==> src/rtl/replica_pkg.sv <==
// replica_pkg: shared types for the annealing node array and its run sequencer.
package replica_pkg;

    localparam int city_num_log = 5;

    // Opt selection broadcast to every node.
    typedef enum logic [1:0] {
        OPT_TWO_OPT = 2'd0,
        OPT_OR_OPT  = 2'd1,
        OPT_SWAP    = 2'd2,
        OPT_NONE    = 2'd3
    } opt_command_t;

    localparam int ITER_W = 24;

    typedef enum logic [3:0] {
        ST_IDLE,
        ST_OPT,
        ST_DIST,
        ST_DRAIN,
        ST_EXP_INIT,
        ST_EXP_RUN,
        ST_EXP_FIN,
        ST_EXCH,
        ST_SHIFT
    } run_state_t;

    function automatic int max_int(input int a, input int b);
        return (a > b) ? a : b;
    endfunction

endpackage

==> src/rtl/phase_counter.sv <==
// phase_counter: loadable down-counter that parks at zero and flags it.
module phase_counter #(
    parameter int W = 8
) (
    input  logic         clk,
    input  logic         reset,
    input  logic         load,
    input  logic [W-1:0] load_val,
    input  logic         en,
    output logic [W-1:0] count,
    output logic         zero
);

    // Load has priority; an enabled count holds at zero instead of wrapping.
    always_ff @(posedge clk or negedge reset) begin
        if (!reset) begin
            count <= '0;
        end else if (load) begin
            count <= load_val;
        end else if (en && !zero) begin
            count <= count - 1'b1;
        end
    end

    assign zero = (count == '0);

endmodule

==> src/rtl/node_run_ctrl.sv <==
// node_run_ctrl: phase sequencer for the node array plus host readout-shift arbitration.
// Outputs are registered from the next state, so strobes line up with the state they belong to.
// Define NODE_RUN_CTRL_PERF_EN to build the saturating busy-cycle counter on perf_cycles.
//
// state        | meaning
// ST_IDLE      | waiting; shift_req beats start
// ST_OPT       | one-cycle opt strobe
// ST_DIST      | city_num delta-distance steps
// ST_DRAIN     | node pipelines settle
// ST_EXP_INIT  | exp unit init strobe
// ST_EXP_RUN   | exp_cycles-long exp window
// ST_EXP_FIN   | exp unit finish strobe
// ST_EXCH      | count iteration, flip pairing, pick next
// ST_SHIFT     | host readout, replica_num+1 cycles, returns to IDLE or OPT
module node_run_ctrl
    import replica_pkg::*;
#(
    parameter int city_num     = 32,
    parameter int replica_num  = 32,
    parameter int drain_cycles = 2,
    parameter int exp_cycles   = 17
) (
    input  logic                        clk,
    input  logic                        reset,
    input  logic                        start,
    input  logic [ITER_W-1:0]           iter_num,
    input  opt_command_t                opt_mode,
    input  logic [16:0]                 recip_in,
    input  logic                        abort,
    input  logic                        shift_req,
    output logic                        shift_ack,
    output logic                        busy,
    output logic                        done,
    output logic                        opt_run,
    output opt_command_t                opt_command,
    output logic                        dist_run,
    output logic [$clog2(city_num)-1:0] dist_step,
    output logic                        ex_parity,
    output logic                        exp_init,
    output logic                        exp_run,
    output logic                        exp_fin,
    output logic [16:0]                 exp_recip,
    output logic                        distance_shift,
    output logic                        exchange_shift_d,
    output logic [31:0]                 perf_cycles
);

    localparam int PH_MAX = max_int(max_int(city_num - 1, replica_num),
                                    max_int(drain_cycles - 1, exp_cycles - 1));
    localparam int PH_W   = $clog2(PH_MAX + 1);

    run_state_t        state, nxt;
    logic              ret_opt, ret_opt_nxt;
    logic              done_nxt;
    logic              accept_start;
    logic [PH_W-1:0]   ph_cnt;
    logic              ph_zero;
    logic [ITER_W-1:0] iter_cnt;
    logic              iter_zero_unused;

    // Cycles spent in a state, minus one; single-cycle states load zero.
    function automatic logic [PH_W-1:0] len_m1(input run_state_t s);
        case (s)
            ST_DIST:    return PH_W'(city_num - 1);
            ST_DRAIN:   return PH_W'(drain_cycles - 1);
            ST_EXP_RUN: return PH_W'(exp_cycles - 1);
            ST_SHIFT:   return PH_W'(replica_num);
            default:    return '0;
        endcase
    endfunction

    assign accept_start = (state == ST_IDLE) && !shift_req && start;
    assign busy         = (state != ST_IDLE);

    phase_counter #(.W(PH_W)) u_phase (
        .clk      (clk),
        .reset    (reset),
        .load     (nxt != state),
        .load_val (len_m1(nxt)),
        .en       (1'b1),
        .count    (ph_cnt),
        .zero     (ph_zero)
    );

    phase_counter #(.W(ITER_W)) u_iter (
        .clk      (clk),
        .reset    (reset),
        .load     (accept_start),
        .load_val (iter_num),
        .en       (state == ST_EXCH),
        .count    (iter_cnt),
        .zero     (iter_zero_unused)
    );

    // Next-state and arbitration; abort outranks everything outside IDLE.
    always_comb begin
        nxt         = state;
        ret_opt_nxt = ret_opt;
        done_nxt    = 1'b0;
        if (state != ST_IDLE && abort) begin
            nxt = ST_IDLE;
        end else begin
            case (state)
                ST_IDLE: begin
                    if (shift_req) begin
                        nxt         = ST_SHIFT;
                        ret_opt_nxt = 1'b0;
                    end else if (start) begin
                        if (iter_num != '0) nxt = ST_OPT;
                        else                done_nxt = 1'b1;
                    end
                end
                ST_OPT:      nxt = ST_DIST;
                ST_DIST:     if (ph_zero) nxt = ST_DRAIN;
                ST_DRAIN:    if (ph_zero) nxt = ST_EXP_INIT;
                ST_EXP_INIT: nxt = ST_EXP_RUN;
                ST_EXP_RUN:  if (ph_zero) nxt = ST_EXP_FIN;
                ST_EXP_FIN:  nxt = ST_EXCH;
                ST_EXCH: begin
                    if (iter_cnt <= ITER_W'(1)) begin
                        nxt      = ST_IDLE;
                        done_nxt = 1'b1;
                    end else if (shift_req) begin
                        nxt         = ST_SHIFT;
                        ret_opt_nxt = 1'b1;
                    end else begin
                        nxt = ST_OPT;
                    end
                end
                ST_SHIFT:    if (ph_zero) nxt = ret_opt ? ST_OPT : ST_IDLE;
                default:     nxt = ST_IDLE;
            endcase
        end
    end

    // State register and registered strobes decoded from the state being entered.
    always_ff @(posedge clk or negedge reset) begin
        if (!reset) begin
            state            <= ST_IDLE;
            ret_opt          <= 1'b0;
            opt_run          <= 1'b0;
            dist_run         <= 1'b0;
            dist_step        <= '0;
            exp_init         <= 1'b0;
            exp_run          <= 1'b0;
            exp_fin          <= 1'b0;
            distance_shift   <= 1'b0;
            exchange_shift_d <= 1'b0;
            shift_ack        <= 1'b0;
            done             <= 1'b0;
            ex_parity        <= 1'b0;
            opt_command      <= OPT_TWO_OPT;
            exp_recip        <= '0;
        end else begin
            state            <= nxt;
            ret_opt          <= ret_opt_nxt;
            opt_run          <= (nxt == ST_OPT);
            dist_run         <= (nxt == ST_DIST);
            dist_step        <= (nxt == ST_DIST && state == ST_DIST) ? dist_step + 1'b1 : '0;
            exp_init         <= (nxt == ST_EXP_INIT);
            exp_run          <= (nxt == ST_EXP_RUN);
            exp_fin          <= (nxt == ST_EXP_FIN);
            // The readout window spans replica_num+1 cycles: distance first, ordering one behind.
            distance_shift   <= (nxt == ST_SHIFT) && (state != ST_SHIFT || ph_cnt > PH_W'(1));
            exchange_shift_d <= (nxt == ST_SHIFT) && (state == ST_SHIFT);
            shift_ack        <= (nxt == ST_SHIFT) && (state == ST_SHIFT) && (ph_cnt == PH_W'(1));
            done             <= done_nxt;
            // Each run starts on even pairs so its pairing sequence does not depend on history.
            if (state != ST_IDLE && abort) begin
                ex_parity <= 1'b0;
            end else if (accept_start && iter_num != '0) begin
                ex_parity <= 1'b0;
            end else if (state == ST_EXCH) begin
                ex_parity <= ~ex_parity;
            end
            if (accept_start) begin
                opt_command <= opt_mode;
                exp_recip   <= recip_in;
            end
        end
    end

`ifdef NODE_RUN_CTRL_PERF_EN
    logic [31:0] perf_q;

    // Busy-cycle counter: cleared by an accepted start, saturates instead of wrapping.
    always_ff @(posedge clk or negedge reset) begin
        if (!reset) begin
            perf_q <= '0;
        end else if (accept_start) begin
            perf_q <= '0;
        end else if (busy && perf_q != '1) begin
            perf_q <= perf_q + 1'b1;
        end
    end

    assign perf_cycles = perf_q;
`else
    assign perf_cycles = '0;
`endif

endmodule

==> config.mk <==
export PLATFORM = sky130hd
export DESIGN_NAME = node_run_ctrl
export DESIGN_NICKNAME = d
export VERILOG_FILES = /design/src/rtl/replica_pkg.sv /design/src/rtl/phase_counter.sv /design/src/rtl/node_run_ctrl.sv
export SDC_FILE = /design/constraint.sdc
export NUM_CORES = 1
export LEC_CHECK = 0
export ABC_CLOCK_PERIOD_IN_PS = 5500
export BUFFER_PORTS_ARGS = -buffer_cell sky130_fd_sc_hd__buf_4
export CAP_MARGIN = 20
export CORE_MARGIN = 4
export CORE_UTILIZATION = 55
export CTS_BUF_LIST = sky130_fd_sc_hd__clkbuf_2 sky130_fd_sc_hd__clkbuf_4 sky130_fd_sc_hd__clkbuf_8
export CTS_CLUSTER_DIAMETER = 50
export DETAILED_ROUTE_END_ITERATION = 16
export PLACE_DENSITY_LB_ADDON = 0.15
export RECOVER_POWER = 25
export SETUP_SLACK_MARGIN = 0.4
export SYNTH_ARGS = -nofsm -noshare
export SYNTH_HDL_FRONTEND = slang
export SYNTH_SLANG_ARGS = --single-unit
==> constraint.sdc <==
create_clock -name clk -period 5.5 [get_ports clk]
set_input_delay 0.275 -clock clk [delete_from_list [all_inputs] [get_ports clk]]
set_output_delay 0.275 -clock clk [all_outputs]
set_load 0.1 [all_outputs]
# Yosys cells after proc, flatten, opt, wreduce, memory -nomap -nowiden
# Index checks and enable logic that the tools add are counted.
[totals] reg_bits=69 in_bits=48 out_inout_bits=67 wordCells=98
[op_classes] n_addsub=3 order_cmp=2 eq_ne=22 muxes=31 bitwise=2 n_reduce_logical=21
[op_table] cell="two-way mux 24 bit" count=2
[op_table] cell="two-way mux 4 bit" count=10
[op_table] cell="one-hot mux 4 bit (9 select lines)" count=1
[op_table] cell="equality test 4 x 3 -> 1 bit (second input constant)" count=7
[op_table] cell="<= comparator 24 x 1 -> 1 bit (second input constant)" count=1
[op_table] cell="zero test 24 bit" count=1
[op_table] cell="one-hot mux 6 bit (4 select lines)" count=1
[op_table] cell="nonzero test 24 bit" count=1
[op_table] cell="subtractor 24 x 1 -> 24 bit (second input constant)" count=1
[op_table] cell="equality test 4 x 2 -> 1 bit (second input constant)" count=4
[op_table] cell="two-way mux 1 bit" count=12
[op_table] cell="two-way mux 6 bit" count=2
[op_table] cell="logical AND 1 bit" count=9
[op_table] cell="equality test 4 x 1 -> 1 bit (second input constant)" count=2
[op_table] cell="equality test 4 bit (second input constant)" count=2
[op_table] cell="equality test 6 x 1 -> 1 bit (second input constant)" count=1
[op_table] cell="greater-than comparator 6 x 1 -> 1 bit (second input constant)" count=1
[op_table] cell="zero test 6 bit" count=1
[op_table] cell="!= test 2 bit (second input constant)" count=3
[op_table] cell="subtractor 6 x 1 -> 6 bit (second input constant)" count=1
[op_table] cell="adder 5 x 1 -> 5 bit (second input constant)" count=1
[op_table] cell="two-way mux 5 bit" count=1
[op_table] cell="AND reduction 5 bit" count=1
[op_table] cell="zero test 4 bit" count=1
[op_table] cell="other kinds (10)" count=14

# Depth between registers and ports, before layout
[logic_depth] word_depth=9 depth_mapped=10 ltp_nobuf=9

# By module
# A second synthesis with hierarchy kept.
[hier_totals] hier_cells=456 area_unflattened_um2=4047.6
[modules_own_cells] module="node_run_ctrl" instances=1 cells_per_inst=244 area_each_um2=2159.6 seq_area_each_um2=975.9
[modules_own_cells] module="phase_counter (u_iter)" instances=1 cells_per_inst=168 area_each_um2=1492.7 seq_area_each_um2=600.6
[modules_own_cells] module="phase_counter (u_phase)" instances=1 cells_per_inst=44 area_each_um2=395.4 seq_area_each_um2=150.1

# Worst setup path after synthesis
# No wires, ideal clock.
[synth_timing] path_type="register to register" startpoint="reg state[0]" endpoint="reg u_iter.count[14]" setup_time_ns=0.126 arrival_time_ns=2.940 required_ns=5.374 setup_slack_ns=2.434 stages_incl_launch_ff=9 n_path_buf=2 period_less_slack_ns=3.066 path_cell_list="dfrtp_1 > buf_4 > nor3_1 > nand2b_1 > or3b_2 > clkbuf_1 > nand2_1 > o21ai_0 > a221o_1"
[synth_between] elab_chain_len=4 elab_cells_between_ends=7 classes_between="1 x eq/ne; 1 x mux; 5 x reduce/logical"
[synth_rtl] item="start: declaration" line="node_run_ctrl.sv:52" text="run_state_t state, nxt;"
[synth_rtl] item="start signal: assignment" line="node_run_ctrl.sv:155" text="state <= nxt;"
[synth_rtl] item="zero test 4 bit" line="node_run_ctrl.sv:72" text="assign accept_start = (state == ST_IDLE) && !shift_req && start;"
[synth_rtl] item="logical AND 1 bit (2 in series)" line="node_run_ctrl.sv:72"
[synth_rtl] item="two-way mux 24 bit or nonzero test 2 bit (tied branches)"
[synth_rtl] item="end signal: assignment" line="phase_counter.sv:19" text="count <= load_val;"
[synth_rtl] item="end signal: assignment" line="phase_counter.sv:21" text="count <= count - 1'b1;"
[synth_rtl] item="end: declaration" line="phase_counter.sv:10" text="output logic [W-1:0] count,"
# Several ways; a longest one is shown, not always the timed one.
# A chain may end at the register's enable or synchronous reset.

==> impl_results.md <==
- Detail Placement HPWL: 6320 um
- Footprint of the multi-input gates: 1870 sq um
- Worst clock skew on the final layout: 0.00664 ns
- Average wire per cell in the routed design: 14.7 um
- Number of warning messages in the yosys log: 0
- Detail Route Antenna Nets: 0
- # IOs: 115
- Fill cell total of the finished layout: 592
- Cell count after synthesis: 417
- Diode count: 0
- Flip-flop and latch count after synthesis: 69
- Maximum fanout along the worst path: 69
- Result of the run: finished with violations
- Sequential element share of the synthesized area: 0.450
- Relative max-transition margin: -1.40
- Clock tree from TritonCTS: yes
- Number of max-cap violations: 1
- TritonCTS Sinks: 69
- Class of the tightest hold or removal check: input pin to flop
- Clock transition at path regs: 0.07 ns
- Yosys top cell area share: 0.450
- CP required: 5.13 ns
- Remaining routing DRC violations: 0
- Leading register cell type out of synthesis: dfrtp_1
- Routed WL: 8720 um
- Area added between synthesis and finish: 18.9%
- GR Util All Layers: 0.217
- Worst-Margin Slew: 3.59 ns
- Mapped Avg Cell Area: 9.21 sq um
- CTS H-Tree Depth: 3
- WHS: 0.126 ns
- Ratio of total power to cell area: 602 nW/um^2
- Final #Nets: 546
- DRC marker count from the first detailed-route iteration: 193
- Synth top area cells: dfrtp_1 (45%), nand2_1 (8.9%), buf_4 (6.4%), nor2_1 (2.3%), nor3_1 (2.2%)
- Critical path data arrival time: 2.81 ns
- Top delay family on crit path: buffers and inverters
- Post-CTS repair timing setup buffer count: 0
- Leakage: 2.16 nW
- Total clock buffers created by CTS: 9
- Setup CP Type: input pin to asynchronous set/reset pin
- Violated checks: capacitance limit, slew limit
- Row Count: 30
- RSZ-0062 raised after global routing: no
- Most frequent cell after synthesis: nand2_1
- Area inside the core boundary: 6790 sq um
- Initial antenna violation count: 0
- Synth cell count leaders: nand2_1 (91), dfrtp_1 (69), buf_4 (33)
- Buffers from clock root to sink, at most: 2
- Final worst-path cycle share: 0.580
- CTS Root Buffer Type: clkbuf_8
- Maximum clock rate: 314 MHz
- Ys async rst share: 1.00
- Resized cells post-CTS: 0
- Final slew viol count: 70
- Number of search-and-repair iterations in the first detailed-routing pass: 4
- Final critical delay including setup and external delays: 3.19 ns
- Biggest cell delay along the critical path: 2.48 ns
- Hold-fix buffer count after cts: 0
- Area of the die: 8390 sq um
- Vias in the first global route: 3,100
- Maximum number of pins on one net before global-route repair: 70
- Count of vias placed by the detailed router: 3,162
- Initial Utilization: 0.565
- Worst ir drop on vdd: 0.553 mV
- RD Place Congestion: 0.889
- Slowest-stage cell, CP: clkbuf_1
- Flip-flop and latch area: 1730 sq um
- Finish-stage setup viols: 0
- Clock insertion delay at the later pin of the skew report: 0.34 ns
- Synth area leader: dfrtp_1
- IO Port Bufs: 82
- Startpoint Class: input pin
- Area of the mapped netlist: 3840 sq um
- Global-route wire length before repair: 14,700 um
- Via count normalized by instance count: 5.34
- Remaining global-route overflow: 0
- Chip width: 91.6 um
- Fraction of final layout cells with drive strength greater than 1: 0.244
- Critical path cell sequence: clkbuf_1
- Die Ht: 91.6 um
- Setup TNS: 0 ns
- Distinct cell type count of the synthesized netlist: 64
- Critical path endpoint category: asynchronous set/reset pin
- Count of endpoints failing hold in the final timing report: 0
- Number of flops mapped to enable cells by yosys: 0
- CP bufs+invs: 1
[worst paths after layout]
path | from | to | slack (ns) | depth (start not counted)
min in group asynchronous | reset | u_iter.count[15] | 1.15 | 1
setup / recovery | reset | u_iter.count[4] | 2.31 | 1
hold / removal | recip_in[9] | exp_recip[9] | 0.13 | 3
hold reg to reg | dist_step[0] | dist_step[0] | 0.48 | 1
setup reg to reg | state[0] | u_phase.count[3] | 2.46 | 8
max in group clk | state[0] | u_phase.count[3] | 2.46 | 8
[registers in the layout, summed over array words and instances (netlist names), 2 cells and up]
signal and cells:
dist_step 5, opt_command 2, u_iter.count 24, u_phase.count 6, state 4, exp_recip 17
[worst min-delay path, stage by stage]
cell     delay (ns)
buf_4          0.08
nand2_1        0.04
nand2_1        0.05
[layout by cell type, fill, tap and decap left out, types with 2 or more instances in the layout]
cell / synthesis / layout
nand2_1: 91 / 91
buf_4: 33 / 82
dfrtp_1: 69 / 69
conb_1: 1 / 32
nor2_1: 24 / 24
nor3_1: 17 / 17
nor4_1: 13 / 13
inv_1: 12 / 12
a21oi_1: 11 / 11
nand3_1: 11 / 11
o21ai_0: 10 / 10
o311ai_0: 9 / 9
clkbuf_8: 0 / 9
xnor2_1: 7 / 7
or3_1: 6 / 6
xor2_1: 6 / 6
o211ai_1: 6 / 6
ha_1: 6 / 6
or2_2: 5 / 5
mux2_1: 4 / 4
nand4_1: 3 / 3
o21a_1: 3 / 3
a221o_1: 3 / 3
clkinv_2: 0 / 3
nand2b_1: 2 / 2
or3_4: 2 / 2
a211o_1: 2 / 2
o21ai_2: 2 / 2
nor3b_1: 2 / 2
a211oi_1: 2 / 2
nor2b_1: 2 / 2
and3_1: 2 / 2
o221a_2: 2 / 2
mux2i_1: 2 / 2
[final cells by class]
| class | instances | area share |
|---|---|---|
| clock buffer | 10 | 0.0288 |
| multi-input combinational | 317 | 0.410 |
| timing repair buffer | 83 | 0.136 |
| clock inverter | 5 | 0.0115 |
| sequential | 69 | 0.378 |
| tap | 96 | 0.0263 |
| inverter | 12 | 0.00986 |
[metal layers]
layer  up-vias  share of wire  global-route usage
met5         -              0                   0
li1       1551              -                   -
met2       139           0.42               0.313
met4         0          0.017              0.0854
met3        15          0.087              0.0655
met1      1457           0.47               0.305
[per-stage QoR]
stage               worst slack, ns  utilization  cell area, sq um  std cells  power [mW]
floorplan                      2.43            -              3960        448        2.06
global placement               2.60        0.646              4390        577        2.34
detailed placement             2.51        0.646              4390        577        2.36
CTS                            2.48        0.673              4570        592        2.76
global route                   1.51        0.672              4570        592        2.91
finish                         2.31        0.672              4570        592        2.75
[logic make-up (layout without fill, tap and decap cells)]
family / count (synthesis) / in the layout / synth area share
XOR/XNOR: 13 / 13 / 0.0296
AO/OA/AOI/OAI: 63 / 63 / 0.123
adder cells (fa/ha/maj): 7 / 7 / 0.0221
multiplexers: 6 / 6 / 0.0169
other: 1 / 32 / 0.000976
buffers and inverters: 62 / 110 / 0.0935
AND/OR/NAND/NOR: 196 / 196 / 0.264
flip-flops: 69 / 69 / 0.450
[report_power, final]
part | leakage (nW) | switching (mW) | total (mW) | internal [mW]
combinational | 1.19 | 1.09 | 1.48 | 0.389
clock | 0.0953 | 0.184 | 0.393 | 0.209
sequential | 0.881 | 0.182 | 0.875 | 0.693
(Power assumes the default switching activity.)
